==> config.mk <==
export PLATFORM = sky130hd
export DESIGN_NAME = mem_access_unit_flat
export DESIGN_NICKNAME = d
export VERILOG_FILES = /design/src/rtl/mem_pkg.sv /design/src/rtl/mem_access_unit_if.sv /design/src/rtl/load_extend.sv /design/src/rtl/mem_access_unit.sv /design/src/flat_wrapper.sv
export SDC_FILE = /design/constraint.sdc
export NUM_CORES = 1
export LEC_CHECK = 0
export BUFFER_PORTS_ARGS = -buffer_cell sky130_fd_sc_hd__buf_2
export CELL_PAD_IN_SITES_DETAIL_PLACEMENT = 1
export CELL_PAD_IN_SITES_GLOBAL_PLACEMENT = 1
export CORE_MARGIN = 2
export CORE_UTILIZATION = 38
export DETAILED_ROUTE_END_ITERATION = 7
export PLACE_DENSITY = 0.9
export SYNTH_ARGS = -nofsm -noshare
export SYNTH_HDL_FRONTEND = slang
export SYNTH_HIERARCHICAL = 1
export SYNTH_SLANG_ARGS = --single-unit
==> constraint.sdc <==
create_clock -name Clk -period 3.9 [get_ports Clk]
set_clock_uncertainty 0.1 [all_clocks]
set_input_delay 0.39 -clock Clk [delete_from_list [all_inputs] [get_ports Clk]]
set_output_delay 0.39 -clock Clk [all_outputs]
set_load 0.01 [all_outputs]
==> src/rtl/mem_pkg.sv <==
// Shared encodings for the memory access unit: access sizes, FSM states and lane helpers.
package mem_pkg;

  localparam logic [1:0] SZ_WORD = 2'b00;
  localparam logic [1:0] SZ_HALF = 2'b01;
  localparam logic [1:0] SZ_BYTE = 2'b10;

  typedef enum logic [1:0] {
    IDLE = 2'b00,
    WAIT = 2'b01,
    DONE = 2'b10
  } memState_e;

  // Reserved size 11 behaves as a word everywhere.
  function automatic logic isAligned(input logic [1:0] size, input logic [1:0] lane);
    case (size)
      SZ_BYTE: return 1'b1;
      SZ_HALF: return ~lane[0];
      default: return lane == 2'b00;
    endcase
  endfunction

  function automatic logic [3:0] byteEnables(input logic [1:0] size, input logic [1:0] lane);
    case (size)
      SZ_BYTE: return 4'b0001 << lane;
      SZ_HALF: return lane[1] ? 4'b1100 : 4'b0011;
      default: return 4'b1111;
    endcase
  endfunction

  function automatic logic [31:0] storeData(input logic [1:0] size, input logic [31:0] data);
    case (size)
      SZ_BYTE: return {4{data[7:0]}};
      SZ_HALF: return {2{data[15:0]}};
      default: return data;
    endcase
  endfunction

endpackage

==> src/rtl/mem_access_unit_if.sv <==
// Word-wide request/acknowledge memory bus between the access unit and the data memory.
interface mem_access_unit_if;
  logic        mem_req;
  logic        mem_we;
  logic [31:0] mem_addr;
  logic [31:0] mem_wdata;
  logic [3:0]  mem_be;
  logic        mem_ack;
  logic [31:0] mem_rdata;

  modport master (
    output mem_req, mem_we, mem_addr, mem_wdata, mem_be,
    input  mem_ack, mem_rdata
  );

  modport slave (
    input  mem_req, mem_we, mem_addr, mem_wdata, mem_be,
    output mem_ack, mem_rdata
  );
endinterface

==> src/rtl/load_extend.sv <==
// Selects the addressed byte/half lane of a read word and sign- or zero-extends it to 32 bits.
module load_extend
  import mem_pkg::*;
(
  input  logic [31:0] rawData,
  input  logic [1:0]  addrLow,
  input  logic [1:0]  size,
  input  logic        isSigned,
  output logic [31:0] extData
);

  logic [7:0]  byteVal;
  logic [15:0] halfVal;

  always_comb begin
    byteVal = rawData[{addrLow, 3'b000} +: 8];
    halfVal = addrLow[1] ? rawData[31:16] : rawData[15:0];
    case (size)
      SZ_BYTE: extData = {{24{isSigned & byteVal[7]}}, byteVal};
      SZ_HALF: extData = {{16{isSigned & halfVal[15]}}, halfVal};
      default: extData = rawData;
    endcase
  end

endmodule

==> src/rtl/mem_access_unit.sv <==
// MEM-stage load/store unit: IDLE/WAIT/DONE handshake with a word-wide memory, stalling the pipeline.
// Optional access timeout with bus error is built when MEM_TIMEOUT_EN is defined.
module mem_access_unit
  import mem_pkg::*;
#(
  parameter int unsigned TIMEOUT_CYC = 16
) (
  input  logic                     Clk,
  input  logic                     Reset,
  input  logic [31:0]              ALUResult_MEM,
  input  logic [31:0]              WriteData_MEM,
  input  logic                     MemRead_MEM,
  input  logic                     MemWrite_MEM,
  input  logic [1:0]               MemSize_MEM,
  input  logic                     MemSigned_MEM,
  mem_access_unit_if.master        memBus,
  output logic [31:0]              ReadDataFromMem_MEM,
  output logic                     Stall_MEM,
  output logic                     AddrErr_MEM,
  output logic                     BusErr_MEM
);

  memState_e   state_q, state_d;
  logic        req_q, we_q;
  logic [31:0] addr_q, wdata_q, rdData_q;
  logic [3:0]  be_q;
  logic [1:0]  size_q, lane_q;
  logic        signed_q, addrErr_q;
  logic        startAccess, finishAccess, timeout, misaligned, stall, timeoutHit;
  logic [31:0] extData;

`ifdef MEM_TIMEOUT_EN
  localparam int unsigned CntW = $clog2(TIMEOUT_CYC + 1);
  logic [CntW-1:0] waitCnt_q;
  logic            busErr_q;

  assign timeoutHit = (waitCnt_q == CntW'(TIMEOUT_CYC - 1));
  assign BusErr_MEM = busErr_q;

  always_ff @(posedge Clk or posedge Reset) begin
    if (Reset) begin
      waitCnt_q <= '0;
      busErr_q  <= 1'b0;
    end else begin
      busErr_q  <= timeout;
      waitCnt_q <= (state_q == WAIT && !finishAccess && !timeout) ? waitCnt_q + CntW'(1) : '0;
    end
  end
`else
  logic unusedTimeout;
  assign unusedTimeout = ^TIMEOUT_CYC;
  assign timeoutHit    = 1'b0;
  assign BusErr_MEM    = 1'b0;
`endif

  always_ff @(posedge Clk or posedge Reset) begin
    if (Reset) state_q <= IDLE;
    else       state_q <= state_d;
  end

  always_comb begin
    state_d      = state_q;
    startAccess  = 1'b0;
    finishAccess = 1'b0;
    timeout      = 1'b0;
    misaligned   = 1'b0;
    stall        = 1'b0;
    unique case (state_q)
      IDLE: begin
        if (MemRead_MEM || MemWrite_MEM) begin
          if (isAligned(MemSize_MEM, ALUResult_MEM[1:0])) begin
            startAccess = 1'b1;
            stall       = 1'b1;
            state_d     = WAIT;
          end else begin
            misaligned = 1'b1;
          end
        end
      end
      WAIT: begin
        stall = 1'b1;
        if (memBus.mem_ack) begin
          finishAccess = 1'b1;
          state_d      = DONE;
        end else if (timeoutHit) begin
          timeout = 1'b1;
          state_d = DONE;
        end
      end
      DONE:    state_d = IDLE;
      default: state_d = IDLE;
    endcase
  end

  load_extend uLoadExtend (
    .rawData  (memBus.mem_rdata),
    .addrLow  (lane_q),
    .size     (size_q),
    .isSigned (signed_q),
    .extData  (extData)
  );

  always_ff @(posedge Clk or posedge Reset) begin
    if (Reset) begin
      req_q     <= 1'b0;
      we_q      <= 1'b0;
      addr_q    <= '0;
      wdata_q   <= '0;
      be_q      <= '0;
      size_q    <= SZ_WORD;
      lane_q    <= '0;
      signed_q  <= 1'b0;
      rdData_q  <= '0;
      addrErr_q <= 1'b0;
    end else begin
      addrErr_q <= misaligned;
      if (startAccess) begin
        req_q    <= 1'b1;
        we_q     <= MemWrite_MEM;
        addr_q   <= {ALUResult_MEM[31:2], 2'b00};
        wdata_q  <= storeData(MemSize_MEM, WriteData_MEM);
        be_q     <= byteEnables(MemSize_MEM, ALUResult_MEM[1:0]);
        size_q   <= MemSize_MEM;
        lane_q   <= ALUResult_MEM[1:0];
        signed_q <= MemSigned_MEM;
      end else if (finishAccess || timeout) begin
        req_q <= 1'b0;
        we_q  <= 1'b0;
        be_q  <= '0;
        if (finishAccess && !we_q) rdData_q <= extData;
      end
    end
  end

  assign memBus.mem_req    = req_q;
  assign memBus.mem_we     = we_q;
  assign memBus.mem_addr   = addr_q;
  assign memBus.mem_wdata  = wdata_q;
  assign memBus.mem_be     = be_q;
  assign ReadDataFromMem_MEM = rdData_q;
  assign AddrErr_MEM       = addrErr_q;
  assign Stall_MEM         = stall & ~Reset;

endmodule

==> src/flat_wrapper.sv <==
// flat-port wrapper written by rule: the top's interface ports become plain ports
module mem_access_unit_flat import mem_pkg::*;
#(
  parameter int unsigned TIMEOUT_CYC = 16
)
  (Clk, Reset, ALUResult_MEM, WriteData_MEM, MemRead_MEM, MemWrite_MEM, MemSize_MEM, MemSigned_MEM, ReadDataFromMem_MEM, Stall_MEM, AddrErr_MEM, BusErr_MEM, memBus_mem_req, memBus_mem_we, memBus_mem_addr, memBus_mem_wdata, memBus_mem_be, memBus_mem_ack, memBus_mem_rdata);
  mem_access_unit_if memBus_i ();
  input  logic Clk;
  input  logic Reset;
  input  logic [31:0] ALUResult_MEM;
  input  logic [31:0] WriteData_MEM;
  input  logic MemRead_MEM;
  input  logic MemWrite_MEM;
  input  logic [1:0] MemSize_MEM;
  input  logic MemSigned_MEM;
  output logic [31:0] ReadDataFromMem_MEM;
  output logic Stall_MEM;
  output logic AddrErr_MEM;
  output logic BusErr_MEM;
  output wire logic [$bits(memBus_i.mem_req)-1:0] memBus_mem_req;
  output wire logic [$bits(memBus_i.mem_we)-1:0] memBus_mem_we;
  output wire logic [$bits(memBus_i.mem_addr)-1:0] memBus_mem_addr;
  output wire logic [$bits(memBus_i.mem_wdata)-1:0] memBus_mem_wdata;
  output wire logic [$bits(memBus_i.mem_be)-1:0] memBus_mem_be;
  input wire logic [$bits(memBus_i.mem_ack)-1:0] memBus_mem_ack;
  input wire logic [$bits(memBus_i.mem_rdata)-1:0] memBus_mem_rdata;
  assign memBus_mem_req = memBus_i.mem_req;
  assign memBus_mem_we = memBus_i.mem_we;
  assign memBus_mem_addr = memBus_i.mem_addr;
  assign memBus_mem_wdata = memBus_i.mem_wdata;
  assign memBus_mem_be = memBus_i.mem_be;
  assign memBus_i.mem_ack = memBus_mem_ack;
  assign memBus_i.mem_rdata = memBus_mem_rdata;
  mem_access_unit #(.TIMEOUT_CYC(TIMEOUT_CYC)) u_core (.Clk(Clk), .Reset(Reset), .ALUResult_MEM(ALUResult_MEM), .WriteData_MEM(WriteData_MEM), .MemRead_MEM(MemRead_MEM), .MemWrite_MEM(MemWrite_MEM), .MemSize_MEM(MemSize_MEM), .MemSigned_MEM(MemSigned_MEM), .memBus(memBus_i), .ReadDataFromMem_MEM(ReadDataFromMem_MEM), .Stall_MEM(Stall_MEM), .AddrErr_MEM(AddrErr_MEM), .BusErr_MEM(BusErr_MEM));
endmodule
Word-level counts from Yosys, hierarchy flattened. Index checks and enable logic that the tools add are counted.

Register bits after elaboration: 108. Output and inout port bits: 105. Word-level logic and storage cells: 61. Bits of input ports: 104.

Mux-type cells: 26. Equality and inequality tests: 8. Bitwise gates (word level): 6. Shifts and indexed selects: 2. Reductions and logical operators: 8.

Operators by type and width (number): $pmux 32 s2 (2); $shiftx 32x6->8 (1); $mux 16 (1); $mux 1 (13); $mux 4 (3); $pmux 4 s2 (1); $eq 2x1->1 const B (3); $mux 2 (3); $reduce_and 3->1 (2); $eq 2x2->1 const B (2); $logic_not 2->1 (2); $ne 2x1->1 const B (2); $pmux 1 s2 (2); $pmux 2 s2 (1); $shl 1x2->4 const A (1); $and 1x1->1 (3); $not 1->1 (3); $ne 2x2->1 const B (1); $reduce_bool 2->1 (1); $logic_and 1x1->1 (1); $logic_not 1->1 (1); $logic_or 1x1->1 (1).

Longest topological paths before layout.
Word-level depth: 9. Mapped depth: 9. Gate-level depth less buffers: 7.

Modules after synthesis. Netlist, hierarchy kept.

By module, submodules not included: mem_access_unit (cells each 330, instances 1, area an instance 4757.1 µm², seq. area each 2702.6 µm²); load_extend (cells each 111, instances 1, area an instance 699.4 µm², seq. area each 0.0 µm²).

Worst setup path before layout. OpenSTA, ideal clock, no wires.

Path kind: input-to-output. From: input MemSize_MEM[0]. To: output Stall_MEM. Stages: 8. Buffers on the path: 3. Data required time: 3.410 ns. Setup slack: 1.712 ns. Arrival: 1.698 ns. Cells stage by stage: inv_1 > ha_1 > buf_2 > nand2_1 > o2111ai_4 > buf_8 > buf_6 > a21oi_1.

Word-level cells in the longest chain between the ends: 8. Elaborated cells on any way between the ends: 9. Those cells by class: 2 x eq/ne; 6 x mux; 1 x bitwise.

Ends and longest elaborated chain: from (decl) (RTL line flat_wrapper.sv:14) `input logic [1:0] MemSize_MEM;`; $eq 2x1->1 or $eq 2x2->1 (tied branches) (RTL line mem_pkg.sv:16) `case (size)`; $pmux 1 s2 * (RTL line mem_pkg.sv:16); $mux 1 * (RTL line mem_access_unit.sv:70) `if (MemRead_MEM || MemWrite_MEM) begin`; $mux 1 * (RTL line mem_access_unit.sv:68) `unique case (state_q)`; $mux 1 * (RTL line mem_access_unit.sv:71) `if (isAligned(MemSize_MEM, ALUResult_MEM[1:0])) begin`; $mux 1 * (RTL line mem_access_unit.sv:70); $pmux 1 s2 * (RTL line mem_access_unit.sv:68); $and 1x1->1 * (RTL line mem_access_unit.sv:142) `assign Stall_MEM = stall & ~Reset;`; to (decl) (RTL line flat_wrapper.sv:17) `output logic Stall_MEM;`.

Every way passes the cells marked *; elsewhere a longest branch is shown, timed or not. The select of a mux whose other input is x is not followed.

Final worst setup path. Ends and elaborated chain as after synthesis.

==> results_dict.tcl <==
set metrics [dict create \
    status "complete, no violations" \
    fin_crit_sh_pct 69.8 \
    arrival_ns 2.23 \
    critPathTopFamily "adder cells" \
    gp_congestion 0.873 \
    cpPeakStageDelay_ns 0.61 \
    yosysWarnings 6 \
    drtIter0Drc 162 \
    max_slew_margin_pct 18.7 \
    critPathKind "input pin to primary output" \
    startpoint "MemSize_MEM[0]" \
    clockBufferDepth 2 \
    grt_usage_pct 20.7 \
    grt_overflow 0 \
    dieArea_mm2 0.0153 \
    via_count 4254 \
    maxCapViolCount 0 \
    area_delta_synth_final_pct 25.4 \
    post_cts.repair.setup_buffers 0 \
    end_kind "primary output" \
    worst_slew_pin_slew_ns 1.22 \
    via_per_inst 5.21 \
    antenna_left 0 \
    fin_util_pct 49.1 \
    power_density_mw_per_mm2 769 \
    synth-seq-area-share_pct 49.5 \
    cts_tree "built" \
    fp.dieH_um 124 \
    rr_endpoint "u_core/ReadDataFromMem_MEM[23]" \
    rsz0062_at_grt "no" \
    r2r_cells 5 \
    synth-edff-count 0 \
    placed_cells 801 \
    startpoint_type "input pin" \
    wl_per_cell_um 19.5 \
    antenna_found_initial 1 \
    ys.flop_type "dfrtp_1" \
    mostFrequentLayoutCell "buf_2" \
    r2r_slack_ns 1.37 \
    syn_avg_cell_area_um2 12.4 \
    hp-class "input pin to asynchronous set/reset pin" \
    path_depth 8 \
    grt_use_met1_pct 25.1 \
    synth_seq_cells 108 \
    dp_hpwl_um 12000 \
    fmax_mhz 367 \
    cp_slowest_cell "ha_1" \
    syn-cell-area_mm2 0.00546 \
    finalSetupViolations 0 \
    cts_buffers 9 \
    ir_worst_vdd_v 0.000274 \
    slew_violations 0 \
    groute.layer.met2.usage_pct 35.9 \
    post-route-drc-count 0 \
    core-area_mm2 0.0139 \
    pin_count 209 \
    cts_resized 0 \
    grt.met3_usage_pct 5.08 \
    busiest_layer "met2" \
    final_cells 817 \
    critical_path_required_ns 3.41 \
    min_period_ns 2.72 \
    final_nets 740 \
    dieWidth_um 124 \
    path_common_cell "buf_2" \
    routed_wirelength_um 15900 \
    netlist_instances 441 \
    root_buffer "clkbuf_16" \
    crit_fanout 18 \
    initial_core_util_pct 39.2 \
    ctsHoldBuffers 0 \
    clock-sinks 108 \
    grt_max_degree 46 \
    port_buffers 205 \
    htreeDepth 3 \
    clk_latency_ns 0.36 \
    synth_cell_type_count 40 \
    antennaDiodeCount 0 \
    grt_pass1_wl_um 24000 \
    hold_ws_ns 0.000303 \
    pre_cts_ws_ns 0.946 \
    clk_pin_slew_worst_paths_ns 0.08 \
    tns_ns 0 \
    final_cell_mix "buf_2, dfrtp_1, nand2_1, mux2_2, mux2_4" \
    grt_pass1_vias 4547 \
    final_hold_viol_count 0 \
    layout-drive-gt1-share_pct 53.2 \
    leakage_uw 0.00362 \
    synth-async-reset-ratio_pct 100 \
    cp_num_buf_inv 4 \
    first_pass_iters 5 \
    r2r_start "u_core/size_q[0]" \
    placementRows 43 \
    cp_cell_sequence "buf_2 > inv_1 > ha_1 > nor2b_1 > buf_4 > o2111ai_4 > a21oi_1 > buf_2" \
    crit_end "Stall_MEM" \
    layout_setup_ws_ns 1.18 \
]
[power breakdown]
group	total, uW	internal (uW)	switching [uW]
Sequential	1960	1620	340
Combinational	2320	1150	1170
Clock	988	531	456
Total	5260	3300	1970
[layout make-up]
type                       count  area [um^2]
fill                        1565         7090
sequential                   108         2700
multi-input combinational    289         2450
timing repair buffer         213         1100
clock buffer                  10          239
tap                          180          225
clock inverter                 6         77.6
inverter                      11         43.8
[cell usage after synthesis (all sizes together) (2+ instances only)]
master | instances | area share [%]
mux2 | 109 | 25
dfrtp | 108 | 50
nand2 | 65 | 4.5
buf | 24 | 4.1
a21oi | 20 | 1.8
o21ai | 18 | 1.7
clkbuf | 11 | 0.76
inv | 11 | 0.76
nor2b | 10 | 1.1
a22o | 8 | 1.3
a22oi | 8 | 1.1
a32oi | 8 | 1.3
o2bb2ai | 8 | 1.3
mux2i | 6 | 1.1
nor2 | 5 | 0.39
ha | 4 | 0.92
or2 | 3 | 0.34
a21o | 2 | 0.28
nand3 | 2 | 0.18
[state kept, by name, indices dropped and copies added (netlist names)]
name,cells
u_core/AddrErr_MEM,1
u_core/lane_q,2
u_core/memBus.mem_wdata,32
u_core/memBus.mem_req,1
u_core/size_q,2
u_core/memBus.mem_be,4
u_core/memBus.mem_addr,30
u_core/memBus.mem_we,1
u_core/signed_q,1
u_core/state_q,2
u_core/ReadDataFromMem_MEM,32
[routing by layer]
metal / routed length (um) / vias up
li1: - / 1925
met1: 6330 / 2122
met2: 8020 / 187
met3: 1340 / 18
met4: 226 / 2
met5: 13 / -
[worst min path at each step]
stage,from,slack (ns),end,depth (start not counted)
final,Reset,0.0003,u_core/memBus.mem_addr[8],2
after global routing,Reset,0.04,u_core/AddrErr_MEM,2
after CTS,Reset,0.02,u_core/memBus.mem_addr[8],2
after detailed placement,u_core/ReadDataFromMem_MEM[21],0.38,u_core/ReadDataFromMem_MEM[21],1
after global placement,u_core/memBus.mem_req,0.36,u_core/memBus.mem_req,2
after floorplan,memBus_mem_ack,0.40,u_core/state_q[0],1
[stage by stage]
stage                     area, um^2  power, uW
final                           6840       5260
after global routing            6840       5570
after CTS                       6840       5300
after detailed placement        6520       4290
after global placement          6520       4140
after floorplan                 5460       3420
[cells by family (layout without fill, tap and decap cells)]
kind of cell,after synthesis,in the layout,share of synthesized area [%]
other,1,3,0.0687
flip-flops,108,108,49.5
AO/OA/AOI/OAI,76,76,9.93
multiplexers,115,115,26.6
adder cells (fa/ha/maj),4,4,0.917
AND/OR/NAND/NOR,91,91,7.36
buffers and inverters,46,240,5.64
Note: power is estimated with default switching activity, not from simulation.
